==> src/rtl/edge_setup.sv <==
// Edge-function setup for the quad rasterizer: computes the six edge values at
// (0,0) once per frame with a shared multiplier, then steps them one line at a time.
module edge_setup #(
  parameter int unsigned H_VISIBLE = 640,
  parameter int unsigned V_VISIBLE = 480,
  parameter int unsigned W_IN      = 11,
  parameter int unsigned W_ACC     = 24,
  parameter int unsigned W_OUT     = 20
) (
  input  logic                    clk,
  input  logic                    reset_n,
  input  logic [9:0]              x,
  input  logic [9:0]              y,
  input  logic signed [W_IN-1:0]  x_screen_v0,
  input  logic signed [W_IN-1:0]  x_screen_v1,
  input  logic signed [W_IN-1:0]  x_screen_v2,
  input  logic signed [W_IN-1:0]  x_screen_v3,
  input  logic signed [W_IN-1:0]  y_screen_v0,
  input  logic signed [W_IN-1:0]  y_screen_v1,
  input  logic signed [W_IN-1:0]  y_screen_v2,
  input  logic signed [W_IN-1:0]  y_screen_v3,
  output logic signed [W_OUT-1:0] e0_init_t1,
  output logic signed [W_OUT-1:0] e1_init_t1,
  output logic signed [W_OUT-1:0] e2_init_t1,
  output logic signed [W_OUT-1:0] e0_init_t2,
  output logic signed [W_OUT-1:0] e1_init_t2,
  output logic signed [W_OUT-1:0] e2_init_t2,
  output logic                    setup_busy,
  output logic                    frame_done
);

  localparam int unsigned N_EDGE = 6;
  localparam int unsigned W_PROD = 2 * W_IN;
  localparam logic [9:0]  X_STEP = 10'(H_VISIBLE);
  localparam logic [9:0]  Y_TRIG = 10'(V_VISIBLE);
  localparam logic [3:0]  K_LAST = 4'd11;
  localparam logic signed [W_ACC-1:0] SAT_HI = W_ACC'((1 << (W_OUT - 1)) - 1);
  localparam logic signed [W_ACC-1:0] SAT_LO = -SAT_HI;

  typedef enum logic [1:0] {IDLE, LATCH, MUL, DONE} state_t;

  state_t state, state_nx;
  logic [3:0] k;
  logic [2:0] edge_idx;
  logic [1:0] mi, mj;
  logic trig, line_step;
  logic signed [W_IN-1:0]   in_x [4];
  logic signed [W_IN-1:0]   in_y [4];
  logic signed [W_IN-1:0]   lat_x [4];
  logic signed [W_IN-1:0]   lat_y [4];
  logic signed [W_IN-1:0]   op_a, op_b;
  logic signed [W_PROD-1:0] prod;
  logic signed [W_ACC-1:0]  prod_ext;
  logic signed [W_ACC-1:0]  acc;
  logic signed [W_ACC-1:0]  acc_edge [N_EDGE];
  logic signed [W_ACC-1:0]  step_s [N_EDGE];
  logic signed [W_ACC-1:0]  step_nx [N_EDGE];

  // Edge e runs from vertex edge_i(e) to vertex edge_j(e); 0..2 are t1, 3..5 are t2.
  function automatic logic [1:0] edge_i(input logic [2:0] e);
    case (e)
      3'd0:    return 2'd0;
      3'd1:    return 2'd1;
      3'd2:    return 2'd2;
      3'd3:    return 2'd0;
      3'd4:    return 2'd2;
      default: return 2'd3;
    endcase
  endfunction

  function automatic logic [1:0] edge_j(input logic [2:0] e);
    case (e)
      3'd0:    return 2'd1;
      3'd1:    return 2'd2;
      3'd2:    return 2'd0;
      3'd3:    return 2'd2;
      3'd4:    return 2'd3;
      default: return 2'd0;
    endcase
  endfunction

  function automatic logic signed [W_ACC-1:0] sext(input logic signed [W_IN-1:0] v);
    return {{(W_ACC - W_IN){v[W_IN-1]}}, v};
  endfunction

  function automatic logic signed [W_OUT-1:0] sat(input logic signed [W_ACC-1:0] v);
    if (v > SAT_HI) return W_OUT'(SAT_HI);
    if (v < SAT_LO) return W_OUT'(SAT_LO);
    return W_OUT'(v);
  endfunction

  assign in_x[0] = x_screen_v0;
  assign in_x[1] = x_screen_v1;
  assign in_x[2] = x_screen_v2;
  assign in_x[3] = x_screen_v3;
  assign in_y[0] = y_screen_v0;
  assign in_y[1] = y_screen_v1;
  assign in_y[2] = y_screen_v2;
  assign in_y[3] = y_screen_v3;

  assign trig      = (y == Y_TRIG) && (x == 10'd0);
  assign line_step = (y < Y_TRIG) && (x == X_STEP);

  // Shared multiplier: even k forms yi*xj, odd k forms xi*yj for edge k>>1.
  assign edge_idx = k[3:1];
  assign mi       = edge_i(edge_idx);
  assign mj       = edge_j(edge_idx);
  assign op_a     = k[0] ? lat_x[mi] : lat_y[mi];
  assign op_b     = k[0] ? lat_y[mj] : lat_x[mj];
  assign prod     = W_PROD'(op_a) * W_PROD'(op_b);
  assign prod_ext = {{(W_ACC - W_PROD){prod[W_PROD-1]}}, prod};

  always_comb begin
    for (int unsigned e = 0; e < N_EDGE; e++) begin
      step_nx[e] = sext(in_x[edge_i(3'(e))]) - sext(in_x[edge_j(3'(e))]);
    end
  end

  always_ff @(posedge clk or negedge reset_n) begin
    if (!reset_n) state <= IDLE;
    else          state <= state_nx;
  end

  always_comb begin
    state_nx = state;
    case (state)
      IDLE:    if (trig) state_nx = LATCH;
      LATCH:   state_nx = MUL;
      MUL:     if (k == K_LAST) state_nx = DONE;
      DONE:    state_nx = IDLE;
      default: state_nx = IDLE;
    endcase
  end

  always_ff @(posedge clk or negedge reset_n) begin
    if (!reset_n) begin
      setup_busy <= 1'b0;
      frame_done <= 1'b0;
    end else begin
      setup_busy <= (state_nx == LATCH) || (state_nx == MUL);
      frame_done <= (state_nx == DONE);
    end
  end

  always_ff @(posedge clk or negedge reset_n) begin
    if (!reset_n) begin
      k   <= 4'd0;
      acc <= '0;
      for (int unsigned i = 0; i < 4; i++) begin
        lat_x[i] <= '0;
        lat_y[i] <= '0;
      end
      for (int unsigned e = 0; e < N_EDGE; e++) begin
        acc_edge[e] <= '0;
        step_s[e]   <= '0;
      end
    end else begin
      if (state == LATCH) begin
        k <= 4'd0;
        for (int unsigned i = 0; i < 4; i++) begin
          lat_x[i] <= in_x[i];
          lat_y[i] <= in_y[i];
        end
        for (int unsigned e = 0; e < N_EDGE; e++) step_s[e] <= step_nx[e];
      end
      if (state == MUL) begin
        k <= k + 4'd1;
        if (!k[0]) acc <= prod_ext;
      end
      // Frame writes and line steps live on disjoint lines, so they never collide.
      for (int unsigned e = 0; e < N_EDGE; e++) begin
        if ((state == MUL) && k[0] && (edge_idx == 3'(e))) acc_edge[e] <= acc - prod_ext;
        else if (line_step)                                 acc_edge[e] <= acc_edge[e] + step_s[e];
      end
    end
  end

  assign e0_init_t1 = sat(acc_edge[0]);
  assign e1_init_t1 = sat(acc_edge[1]);
  assign e2_init_t1 = sat(acc_edge[2]);
  assign e0_init_t2 = sat(acc_edge[3]);
  assign e1_init_t2 = sat(acc_edge[4]);
  assign e2_init_t2 = sat(acc_edge[5]);

endmodule

==> config.mk <==
export PLATFORM = sky130hd
export DESIGN_NAME = edge_setup
export DESIGN_NICKNAME = d
export VERILOG_FILES = /design/src/rtl/edge_setup.sv
export SDC_FILE = /design/constraint.sdc
export NUM_CORES = 2
export LEC_CHECK = 0
export ABC_AREA = 1
export CORE_MARGIN = 2
export CORE_UTILIZATION = 45
export CTS_BUF_LIST = sky130_fd_sc_hd__clkbuf_8
export DETAILED_ROUTE_END_ITERATION = 12
export GPL_TIMING_DRIVEN = 0
export PLACE_DENSITY = 0.63
export SYNTH_ARGS = -nofsm -noshare
export SYNTH_HDL_FRONTEND = slang
export SYNTH_SLANG_ARGS = --single-unit
==> constraint.sdc <==
create_clock -name clk -period 11.6 [get_ports clk]
set_clock_uncertainty 0.15 [all_clocks]
set_input_delay 2.32 -clock clk [delete_from_list [all_inputs] [get_ports clk]]
set_output_delay 2.32 -clock clk [all_outputs]
set_load 0.005 [all_outputs]
==> impl_metrics.env <==
export IMPL_path_delay_family="adder cells"
export IMPL_netlist_area_mm2=0.0313
export IMPL_pin_count=232
export IMPL_io_buffers=231
export IMPL_post_cts_resized=0
export IMPL_slew_violations=5
export IMPL_path_common_cell="inv_1"
export IMPL_vias_per_cell=5.58
export IMPL_post_drt_wl_per_cell_um=21.1
export IMPL_ys_types=60
export IMPL_routed_wl_um=118000
export IMPL_cp_slowest_cell="xor2_2"
export IMPL_yosysSeqAreaShare_pct=26.7
export IMPL_cts_max_level=3
export IMPL_antenna_found_initial=6
export IMPL_hold_class="reg -> reg"
export IMPL_die_w_um=268
export IMPL_grt_max_degree=98
export IMPL_grt_use_total_pct=33.0
export IMPL_worst_path_max_fanout=10
export IMPL_postCtsHoldBufs=0
export IMPL_cts_tree="yes"
export IMPL_grt_pass1_vias=29905
export IMPL_worstSkewPairLatency_ps=690
export IMPL_clk_pin_slew_ps=60
export IMPL_area_growth_pct=16.2
export IMPL_cts_setup_buffers=0
export IMPL_worst_endpoint_required_ps=12010
export IMPL_dr_pass1_iters=6
export IMPL_dp_hpwl_um=93300
export IMPL_vias=31157
export IMPL_worstPathArrival_ps=10180
export IMPL_drive_above_1_share_pct=5.64
export IMPL_violations="max-capacitance violations, max-slew violations"
export IMPL_drc_errors=0
export IMPL_grt_pass1_wl_um=178000
export IMPL_dr_first_iter_drc_count=2673
export IMPL_fin_setup_tns_ps=0
export IMPL_cts_buffers=67
export IMPL_floorplan_core_area_mm2=0.0687
export IMPL_syn_num_nets=4806
export IMPL_synth_main_ff_cell="dfrtp_1"
export IMPL_r2r_slack_ps=1830
export IMPL_nNetsFinal=5114
export IMPL_critical_path_class="reg -> reg"
export IMPL_critPathMaxStageDelay_ps=790
export IMPL_async_reset_ff_share_pct=100
export IMPL_initial_utilization_pct=45.5
export IMPL_max_freq_mhz=102
export IMPL_synth_top_area_cell="dfrtp_1"
export IMPL_fin_crit_ps=9770
export IMPL_critPathCaptureType="register"
export IMPL_start_kind="register"
export IMPL_synthCells=4294
export IMPL_drv_cap=1
export IMPL_cts_max_path_buffers=3
export IMPL_synth_common_cells="nand2_1 (913), inv_1 (631), a21oi_1 (427)"
export IMPL_cp_num_buf_inv=9
export IMPL_tightest_slew_ps=1520
export IMPL_final_util_pct=52.9
export IMPL_dieArea_mm2=0.0716
export IMPL_fp_row_count=96
export IMPL_cts_root_buffer="clkbuf_8"
export IMPL_ant_nets=0
export IMPL_ys_ff_latch=333
export IMPL_die_h_um=268
export IMPL_place_gp_congestion=0.970
export IMPL_rsz0062_at_grt="no"
export IMPL_hold_viol=0
export IMPL_synth_area_leaders="dfrtp_1 (27%), nand2_1 (11%), ha_1 (11%)"
export IMPL_cts_sinks=333
export IMPL_synth_most_common_cell="nand2_1"
export IMPL_synth_top_area_share_pct=26.7
export IMPL_status="complete, but fails checks"
export IMPL_crit_start="k[3]$_DFFE_PN0P_"
export IMPL_synth_edff_count=0
export IMPL_max_slew_margin_pct=-2.36
export IMPL_setup_viol=0
export IMPL_overflow=0
export IMPL_avgSynthCellArea_um2=7.28
export IMPL_yosysWarnings=0
export IMPL_period_share_pct=84.2
export IMPL_reg2reg_from="k[3]$_DFFE_PN0P_"
export IMPL_timing_hold_worst_start="acc[4]$_DFFE_PN0P_"
==> per-layer routing <==
metal,vias to the layer above,GRT usage [%],routed length (µm)
met4,2,16.0,6340
met2,1270,50.8,50900
li1,14952,-,-
met3,267,6.66,9720
met5,-,0,13
met1,14666,44.3,50700
==> area by class of cell <==
type	instances	area (µm²)
buffer	119	495
tap	931	1160
clock buffer	86	1180
timing repair buffer	239	2470
sequential	333	8330
inverter	655	2460
clock inverter	29	191
antenna	5	12.5
fill	6944	32400
multi-input combinational	3187	20000
==> worst min-delay path, delay by kind of cell (launching register included) <==
kind | cells | cell delay [ps]
AO/OA/AOI/OAI | 1 | 60
flip-flops | 1 | 350
AND/OR/NAND/NOR | 1 | 50
==> through the flow <==
stage | cells | setup slack (ps) | instance area [µm²] | hold slack (ps)
3_5_place_dp | 5464 | 1920 | 34900 | 329
2_1_floorplan | 4294 | 4170 | 31300 | 303
5_1_grt | 5582 | 1390 | 36300 | 368
3_3_place_gp | 5456 | -7420 | 34700 | 325
6_report | 5584 | 1830 | 36300 | 341
4_1_cts | 5579 | 1930 | 36300 | 344
==> worst paths after layout <==
| check | to | cells after the start |
|---|---|---|
| min in group asynchronous | acc_edge[88]$_DFFE_PN0P_ | 1 |
| worst min register to register | acc[4]$_DFFE_PN0P_ | 2 |
| worst max-delay path | acc_edge[17]$_DFFE_PN0P_ | 36 |
| worst min-delay path | acc[4]$_DFFE_PN0P_ | 2 |
| worst max register to register | acc_edge[17]$_DFFE_PN0P_ | 36 |
| max in group asynchronous | lat_y[10]$_DFFE_PN0N_ | 3 |
==> sequential cells by signal, summed over array words and instances, names as in the netlist <==
signal,cells
lat_y,44
setup_busy,1
acc_edge,144
step_s,71
acc,22
lat_x,44
k,4
state,2
frame_done,1
==> placed cells by master (no fill, tap or decap), types with 8 or more instances in the layout <==
master / n
o211ai_1: 53
o221ai_1: 45
inv_2: 18
o21bai_1: 15
o22ai_1: 44
nor3_1: 30
a31o_2: 8
clkbuf_1: 82
a31oi_1: 31
xor2_1: 65
a21oi_1: 427
fa_1: 130
o21ai_0: 400
clkdlybuf4s50_1: 230
or2_2: 35
nor2_1: 260
dfrtp_1: 333
clkbuf_8: 86
buf_2: 30
nand3_1: 191
nand2_1: 913
nand2_2: 15
xnor2_1: 51
o21ai_1: 12
nor2_2: 11
ha_1: 272
a21o_1: 23
inv_1: 648
nor4_1: 31
nand4_1: 40
==> logic make-up (layout without fill, tap and decap cells) <==
group	after synthesis	in the layout	synth area share, %
simple gates	1551	1551	21.0
buf+inv	774	1128	9.45
compound gates	1110	1110	20.1
other cells	0	5	0
xor+xnor	124	124	3.52
flops	333	333	26.7
fa+ha+maj	402	402	19.2
Power is not shown: default switching activity piles up to over one toggle a cycle in this logic, so the estimate is an artifact.
